==> src/rtl/controlador_contador.sv <==
// Start/stop/clear BCD up/down counter with a multiplexed 4-digit 7-segment display.
// Define CONTADOR_BLANK_EN to blank leading zeros on the non-units digits.
module controlador_contador #(
  parameter int unsigned TICK_DIV = 50000,
  parameter int unsigned SCAN_DIV = 1000
) (
  input  logic        clk,
  input  logic        rst,
  input  logic        start,
  input  logic        stop,
  input  logic        clear,
  input  logic        up_down,
  output logic [15:0] count_bcd,
  output logic [6:0]  display,
  output logic [3:0]  digit_en,
  output logic        running,
  output logic        wrap
);

  localparam int unsigned TW = (TICK_DIV > 1) ? $clog2(TICK_DIV) : 1;
  localparam int unsigned SW = (SCAN_DIV > 1) ? $clog2(SCAN_DIV) : 1;
  localparam logic [TW-1:0] PRESC_MAX = TW'(TICK_DIV - 1);
  localparam logic [SW-1:0] SCAN_MAX  = SW'(SCAN_DIV - 1);

  typedef enum logic [1:0] {
    IDLE,
    RUN,
    PAUSE
  } state_e;

  state_e          state_q, state_d;
  logic [TW-1:0]   presc_q, presc_d;
  logic [15:0]     count_q, count_d;
  logic            wrap_q, wrap_d;
  logic [SW-1:0]   scan_q, scan_d;
  logic [1:0]      idx_q, idx_d;
  logic            step;
  logic [3:0]      sel_digit;
  logic [6:0]      seg;

  function automatic logic [15:0] bcd_inc(input logic [15:0] v);
    logic [15:0] r;
    logic        carry;
    r     = v;
    carry = 1'b1;
    for (int unsigned i = 0; i < 4; i++) begin
      if (carry) begin
        if (v[i*4 +: 4] >= 4'd9) begin
          r[i*4 +: 4] = 4'd0;
        end else begin
          r[i*4 +: 4] = v[i*4 +: 4] + 4'd1;
          carry       = 1'b0;
        end
      end
    end
    return r;
  endfunction

  function automatic logic [15:0] bcd_dec(input logic [15:0] v);
    logic [15:0] r;
    logic        borrow;
    r      = v;
    borrow = 1'b1;
    for (int unsigned i = 0; i < 4; i++) begin
      if (borrow) begin
        if (v[i*4 +: 4] == 4'd0) begin
          r[i*4 +: 4] = 4'd9;
        end else if (v[i*4 +: 4] > 4'd9) begin
          r[i*4 +: 4] = 4'd9;
          borrow      = 1'b0;
        end else begin
          r[i*4 +: 4] = v[i*4 +: 4] - 4'd1;
          borrow      = 1'b0;
        end
      end
    end
    return r;
  endfunction

  function automatic logic [6:0] seg7(input logic [3:0] d);
    logic [6:0] s;
    case (d)
      4'd0:    s = 7'b0000001;
      4'd1:    s = 7'b1001111;
      4'd2:    s = 7'b0010010;
      4'd3:    s = 7'b0000110;
      4'd4:    s = 7'b1001100;
      4'd5:    s = 7'b0100100;
      4'd6:    s = 7'b0100000;
      4'd7:    s = 7'b0001111;
      4'd8:    s = 7'b0000000;
      4'd9:    s = 7'b0000100;
      default: s = 7'b1111111;
    endcase
    return s;
  endfunction

  // State register
  always_ff @(posedge clk or posedge rst) begin
    if (rst) state_q <= IDLE;
    else     state_q <= state_d;
  end

  // Next state: clear beats stop beats start
  always_comb begin
    state_d = state_q;
    if (clear) begin
      state_d = IDLE;
    end else begin
      case (state_q)
        IDLE:    if (start) state_d = RUN;
        RUN:     if (stop)  state_d = PAUSE;
        PAUSE:   if (start) state_d = RUN;
        default: state_d = IDLE;
      endcase
    end
  end

  // State outputs
  always_comb begin
    running = (state_q == RUN);
  end

  // A pending stop or clear suppresses both the step and the prescaler advance,
  // so a resume from PAUSE finishes the interrupted step period exactly.
  always_comb begin
    step    = (state_q == RUN) && !stop && !clear && (presc_q == PRESC_MAX);
    presc_d = presc_q;
    if (clear) begin
      presc_d = '0;
    end else if ((state_q == IDLE) && start) begin
      presc_d = '0;
    end else if ((state_q == RUN) && !stop) begin
      presc_d = (presc_q == PRESC_MAX) ? '0 : presc_q + TW'(1);
    end
  end

  always_comb begin
    count_d = count_q;
    wrap_d  = 1'b0;
    if (clear) begin
      count_d = '0;
    end else if (step) begin
      if (up_down) begin
        count_d = bcd_inc(count_q);
        wrap_d  = (count_q == 16'h9999);
      end else begin
        count_d = bcd_dec(count_q);
        wrap_d  = (count_q == 16'h0000);
      end
    end
  end

  always_comb begin
    scan_d = (scan_q == SCAN_MAX) ? '0 : scan_q + SW'(1);
    idx_d  = (scan_q == SCAN_MAX) ? idx_q + 2'd1 : idx_q;
  end

  always_ff @(posedge clk or posedge rst) begin
    if (rst) begin
      presc_q <= '0;
      count_q <= '0;
      wrap_q  <= 1'b0;
      scan_q  <= '0;
      idx_q   <= '0;
    end else begin
      presc_q <= presc_d;
      count_q <= count_d;
      wrap_q  <= wrap_d;
      scan_q  <= scan_d;
      idx_q   <= idx_d;
    end
  end

  always_comb begin
    count_bcd = count_q;
    wrap      = wrap_q;
    digit_en  = ~(4'b0001 << idx_q);
    sel_digit = count_q[{idx_q, 2'b00} +: 4];
    seg       = seg7(sel_digit);
  end

`ifdef CONTADOR_BLANK_EN
  logic blank;

  always_comb begin
    case (idx_q)
      2'd3:    blank = (count_q[15:12] == 4'd0);
      2'd2:    blank = (count_q[15:8]  == 8'd0);
      2'd1:    blank = (count_q[15:4]  == 12'd0);
      default: blank = 1'b0;
    endcase
    display = blank ? 7'b1111111 : seg;
  end
`else
  always_comb begin
    display = seg;
  end
`endif

endmodule

==> config.mk <==
export PLATFORM = sky130hd
export DESIGN_NAME = controlador_contador
export DESIGN_NICKNAME = d
export VERILOG_FILES = /design/src/rtl/controlador_contador.sv
export SDC_FILE = /design/constraint.sdc
export NUM_CORES = 1
export LEC_CHECK = 0
export ABC_AREA = 1
export BUFFER_PORTS_ARGS = -buffer_cell sky130_fd_sc_hd__buf_4
export CORE_ASPECT_RATIO = 1.5
export CORE_UTILIZATION = 30
export DETAILED_ROUTE_END_ITERATION = 8
export MAX_ROUTING_LAYER = met4
export PLACE_DENSITY = 0.51
export RECOVER_POWER = 100
export SKIP_LAST_GASP = 1
export SLEW_MARGIN = 0
export SYNTH_ARGS = -nofsm -noshare
export SYNTH_HDL_FRONTEND = slang
export SYNTH_SLANG_ARGS = --single-unit
==> constraint.sdc <==
create_clock -name clk -period 3.8 [get_ports clk]
set_clock_uncertainty 0.05 [all_clocks]
set_input_delay 0.38 -clock clk [delete_from_list [all_inputs] [get_ports clk]]
set_output_delay 0.38 -clock clk [all_outputs]
set_load 0.01 [all_outputs]
* Word-level counts from Yosys, hierarchy flattened *
Memory sizes are Yosys's and may differ from the RTL's.
Cells that the tools add are included.

operators by class
  $add $sub $neg = 11
  order comparisons = 8
  equality and inequality tests = 10
  shifts and indexed selects = 2
  multiplexer cells = 61
  bitwise operators = 1
  reduce and logical (&&, ||, !) cells = 22

operators by type and width
  cell                     count
  $mux W16                 7
  $mux W4                  18
  $eq A16 B16 Y1 const B   2
  $mux W1                  31
  $add A16 B1 Y16 const B  1
  $add A4 B1 Y4 const B    4
  $ge A4 B4 Y1 const B     4
  $gt A4 B4 Y1 const B     4
  $logic_not A16 Y1        1
  $logic_not A4 Y1         4
  $shiftx A16 B5 Y4        1
  $sub A4 B1 Y4 const B    4
  $reduce_bool A3 Y1       4
  $add A10 B1 Y10 const B  1
  $eq A10 B10 Y1 const B   1
  $mux W10                 1
  $ne A3 B2 Y1 const B     3
  $reduce_and A3 Y1        3
  $mux W2                  3
  $logic_and A1 B1 Y1      4
  $not A4 Y4               1
  $pmux W2 S2              1
  $shl A1 B2 Y4 const A    1
  $ne A3 B1 Y1 const B     1
  other kinds (9)          10

word-level totals
  register bits = 47
  memory bits (read-only) = 112
  output and inout port bits = 29
  word-level logic and storage cells = 125
  memories kept = 1

memory list
  name              depth  width  read ports  clocked after memory_dff  wr ports  RTL line  text
  (name not given)  16     7      1           0                         0         82        case (d)

* Depth between registers and ports, before layout *
Gate-level depths: netlist of run 1.

  word-level depth = 18
  mapped depth = 11
  depth with buffers taken out = 11

* Worst setup path after synthesis of run 1 *
Ideal clock, no wire load.

  path kind = reg2out
  start point = reg idx_q[0]
  end point = out display[3]
  arrival time = 1.709 ns
  required time = 3.370 ns
  path slack = 1.661 ns
  stages on the path, launching flop included = 10
  path through = dfrtp_1 buf_4 a21oi_1 o21ai_0 nand2_1 inv_1 ha_1 inv_1 nor2_1 o21ai_0

on the way
  cells in the longest elaborated chain, start to end = 2

RTL lines
  element                   RTL line  text
  start: declaration        36        logic [1:0] idx_q, idx_d;
  start signal: assignment  171       idx_q <= idx_d;
  $shiftx A16 B5 Y4         179       sel_digit = count_q[{idx_q, 2'b00} +: 4];
  $mem_v2 Z16 W7            --
  end: declaration          14        output logic [6:0] display,

No other way between the ends.

* Worst setup path in the final report of run 1 *
Ends and elaborated chain as after synthesis.

==> run metrics, run 1 <==
hold path start=start; final hold violations=0; worst path required time=3370 ps; flops & latches, synth=47; r2r setup slk=1600 ps; number of synthesized flops with an enable pin=0; Post-Route WL=9.16 mm; Async SR Flop Fraction=100%; power density cells=513 nW/um2; critical path class=register to output pin; Vias=3460; average wire per standard cell=12.8 um; DRC Markers=0; Leak=0.00198 uW; Synth area leader=dfrtp_1; I/O Pins=35; headroom to the max-slew limit=7.57%; Ys Warns=0; largest net degree at the start of global routing=25; vias in the first global route=3337; Peak VDD IR=0.172 mV; switching share of total power=45.3%; vias per inst=4.83; FILL cells=1275; worst slew pin tran=1390 ps; routability cong.=0.856; Design Power=2060 uW; CTS Root Cell=clkbuf_16; syn_nets=561; hold slack=265 ps; Clock transition at path regs=70 ps; Post-CTS Repair Setup Buffers=0; area of the core=11600 um2; Comb power frac=44.7%; Synth Flop Type=dfrtp_1; r2r worst-path depth=9; HP Class=input pin to register; origin of the critical flop-to-flop path=presc_q[0]; # diodes=0; Die Y=136 um; Worst Hold Path EP=state_q[0]; Max Slew Vio Count=0; CTS tree=built; Max Freq=0.349 GHz; min Tclk post-route=2870 ps; Internal=1130 uW; layout cells sized above 1=5.48%; unrepaired setup endpoints after global routing=false; status=completed; cts hold-fix bufs=0; hpwl dp=7.05 mm; main area contributors after synthesis=dfrtp_1 (33%), nand2_1 (17%), ha_1 (9.0%); cts repair resizes=0; Nets=597; CP max FO=17; Max clock buf depth=2; sequential share of power=34.0%; Max Cap Viol=0; hold path depth=3; register area share after synthesis=32.7%; first-pass GRT wire length=15.5 mm; FP Rows=48; Clock power frac=21.3%; die footprint=12400 um2; drt first pass iters=4; Psw=935 uW; Final ANT Viol Nets=0; Inserted Clock Buffers=5; Post-Syn Instances=529; total track usage=16.1%; Synth-to-Final Area Change=11.8%; Initial Util=31.0%; grt total ovfl=0; die width=91.4 um; Yosys cell types=35; Period Utilization, post-route=75.5%; port buffer count=34; CP Capture Type=output pin; CP startpoint kind=register; H-tree level count=2; Setup Viol. Count Final=0; synthesized area=3600 um2; Setup WS pre-CTS=1260 ps; top cell type's share of synthesized area=32.7%; initial antenna violation count=0; clock sinks=47; setup ws final=931 ps; clk_lat worst skew=300 ps; Crit path arrival time=2440 ps; Mean Syn Cell Area=6.80 um2; capturing point of the worst reg2reg path=count_bcd[8]; TNS Setup=0 ps; DRT iter0 DRCs=157
[synthesized netlist by cell type, drive strengths merged (2+ instances only)]
master / count
a21oi: 22
a31oi: 3
buf: 6
dfrtp: 47
ha: 26
inv: 70
nand2: 168
nand3: 63
nand3b: 2
nand4: 6
nor2: 43
nor3: 6
o21ai: 39
o22ai: 5
or2: 3
xnor2: 5
xor2: 9
[area by class of cell]
class | instances | area (um2) | share of cell area [%]
clock buffers | 7 | 133 | 3.30
clock inverters | 1 | 5.00 | 0.124
inverters | 71 | 270 | 6.72
multi-input cells | 405 | 2090 | 52.1
flip-flops and latches | 47 | 1180 | 29.3
well taps | 150 | 188 | 4.67
repair buffers | 35 | 154 | 3.83
[worst max-delay path: stages (launching register included)]
cell,delay (ps)
dfrtp_1,600
inv_1,200
a21oi_1,190
o21ai_0,110
nand2_1,200
inv_1,110
ha_1,280
inv_1,70
nor2_1,50
o21ai_0,160
clkbuf_1,170
[metrics by stage]
stage	instances	util [%]	instance area [um2]
floorplan	529	-	3600
global placement	708	34.6	4010
detailed placement	708	34.6	4010
CTS	716	35.8	4150
global route	716	34.7	4020
finish	716	34.7	4020
[placed cells by master, fill, tap and decap left out, types with 3 or more instances in the layout]
master     instances
a21oi_1           22
a31oi_1            3
buf_4              5
clkbuf_1          31
clkbuf_16          5
dfrtp_1           47
ha_1              26
inv_1             63
inv_2              6
nand2_1          166
nand3_1           62
nand4_1            6
nor2_1            38
nor2_4             3
nor3_1             6
o21ai_0           36
o22ai_1            5
xnor2_1            5
xor2_1             9
[per-layer routing]
metal | wire length, um | vias to the layer above | global-route usage (%)
li1 | - | 1776 | -
met1 | 3640 | 1599 | 15.7
met2 | 4830 | 57 | 30.1
met3 | 282 | 28 | 2.52
met4 | 401 | 0 | 8.91
met5 | 0 | - | -
[worst max path at each step]
stage / slack, ps / startpoint / to
3_5_place_dp: 1260 / idx_q[0] / display[3]
6_report: 930 / idx_q[0] / display[3]
3_3_place_gp: 1410 / idx_q[0] / display[3]
5_1_grt: 610 / idx_q[0] / display[3]
2_1_floorplan: 1660 / idx_q[0] / display[3]
4_1_cts: 940 / idx_q[0] / display[3]
[sequential cells by signal (all words and copies together), names as in the netlist]
register,flops
wrap,1
count_bcd,16
scan_q,10
presc_q,16
state_q,2
idx_q,2
[cells by family after synthesis]
logic type	count (synthesis)	share of synthesized area, %
simple gates	292	35.4
buf+inv	77	8.59
compound gates	73	10.8
flops	47	32.7
xor+xnor	14	3.41
fa+ha+maj	26	9.04
[power by group through the flow]
stage               Clock, uW  Sequential, uW  Combinational, uW
floorplan                   0             688                676
global placement            0             711               1000
detailed placement          0             713               1010
CTS                       456             704               1010
global route              467             718               1070
finish                    439             702                923
Note: power is estimated with default switching activity, not from simulation.
==> run 2: changes to the inputs <==
==> constraint.sdc (replaced) <==
create_clock -name clk -period 2.8 [get_ports clk]
set_clock_uncertainty 0.05 [all_clocks]
set_input_delay 0.28 -clock clk [delete_from_list [all_inputs] [get_ports clk]]
set_output_delay 0.28 -clock clk [all_outputs]
set_load 0.01 [all_outputs]
==> run 2 against run 1 <==
- first-iteration DRC count down 33%
- sequential cell count unchanged
- global-route usage up 0.13 points
- sequential power up 35%
- via count up 0.72%
- final area up 1.2%
- critical path depth unchanged
- sequential share of layout area down 0.31 points
==> run metrics, run 2 (same netlist as run 1, synthesis figures left out) <==
worst stage delay on the critical path=510 ps; Clock transition at path regs=60 ps; Comb power frac=43.6%; final hold violations=0; Initial Util=31.0%; Period Utilization, post-route=90.2%; Crit path arrival time=2200 ps; initial antenna violation count=0; Vias=3485; CTS tree=built; Inserted Clock Buffers=5; grt total ovfl=0; largest net degree at the start of global routing=24; DRT iter0 DRCs=105; I/O Pins=35; CP startpoint kind=register; most frequent CP cell=inv_1; H-tree level count=2; HP Class=input pin to register; post-route cell area=4070 um2; Buffers & Inverters on Critical Path=4; headroom to the max-slew limit=10.2%; CP max FO=17; area of the core=11600 um2; switching share of total power=43.8%; hpwl dp=7.16 mm; Die Y=136 um; first-pass GRT wire length=15.7 mm; routability cong.=0.906; worst slew pin tran=1350 ps; status=completed; die width=91.4 um; CP Capture Type=output pin; DRC Markers=0; Area after DPL=4020 um2; Setup WS pre-CTS=414 ps; Final ANT Viol Nets=0; setup ws final=273 ps; vias in the first global route=3441; sequential share of power=32.9%; critical path class=register to output pin; commonest non-fill, non-tap cells in the layout=nand2_1 (166), inv_1 (64), nand3_1 (62); TNS Setup=0 ps; crit-path cells=inv_1, a21oi_1, o21ai_0, nand2_1, inv_1, ha_1, inv_1, nor2_1, o21ai_0, buf_4; Post-CTS Repair Setup Buffers=0; clk_lat worst skew=290 ps; commonest non-fill, non-tap cell in the layout=nand2_1; port buffer count=34; Max Slew Vio Count=0; Nets=599; delay-heaviest family, CP=flip-flops; Peak VDD IR=0.236 mV; vias per inst=4.86; hold slack=181 ps; FP Rows=48; Internal=1630 uW; Synth-to-Final Area Change=13.1%; clock sinks=47; Psw=1270 uW; Max Cap Viol=0; Setup Viol. Count Final=0; # diodes=0; total track usage=16.2%; Design Power=2890 uW; worst path required time=2470 ps; die footprint=12400 um2; Leak=0.00200 uW; power density cells=711 nW/um2; unrepaired setup endpoints after global routing=false; Clock power frac=23.5%; CTS Root Cell=clkbuf_16; Post-Route WL=9.20 mm; drt first pass iters=5; Max Freq=0.396 GHz; layout cells sized above 1=6.00%; Max clock buf depth=2; min Tclk post-route=2530 ps; average wire per standard cell=12.8 um; CP max stage cell=dfrtp_2
run 2: final timing paths:
| path | start | to | slack [ps] | cells after the start |
|---|---|---|---|---|
| min in group asynchronous | rst | scan_q[3] | 440 | 3 |
| max reg2reg | presc_q[0] | count_bcd[11] | 620 | 9 |
| max in group asynchronous | rst | presc_q[11] | 720 | 4 |
| min reg2reg | scan_q[0] | scan_q[0] | 420 | 1 |
| min | start | state_q[0] | 180 | 3 |
| max | idx_q[0] | display[3] | 270 | 10 |
run 2: power by group through the flow:
stage          logic, uW  clock network, uW  registers [uW]
3_3_place_gp        1360                  0             966
2_1_floorplan        917                  0             933
4_1_cts             1380                710             955
6_report            1260                681             951
5_1_grt             1460                737             974
3_5_place_dp        1370                  0             968
run 2: repair_timing:
action / 4_1_cts / 5_1_grt
setup endpoints to repair: 0 / 5
hold buffers: 1 / 0
hold endpoints to repair: 5 / 0
resized for setup: 0 / 1
run 2: through the flow:
step	util [%]	std cells
3_5_place_dp	34.7	709
4_1_cts	36.1	717
5_1_grt	35.1	717
3_3_place_gp	34.7	709
6_report	35.1	717
2_1_floorplan	-	529
run 2: per-layer routing:
layer,vias up,global-route usage (%),routed length (um)
met5,-,-,0
met4,0,6.88,196
met3,12,2.40,208
met2,58,31.2,5090
met1,1644,16.0,3710
li1,1771,-,-
run 2: cell type report:
type	instances	area [um2]
well taps	150	188
flip-flops and latches	47	1180
clock buffers	6	129
inverters	71	270
clock inverters	1	30.0
fillers	1292	7520
multi-input cells	405	2090
repair buffers	37	179
run 2: worst register-to-register path: stages (launching register included):
cell and delay, ps:
dfrtp_1 410, ha_1 240, nand3_1 160, nor2_1 70
nand3_1 90, nand2_1 370, nand2_1 340, clkinvlp_2 220
nand2_1 90, nand2_1 50
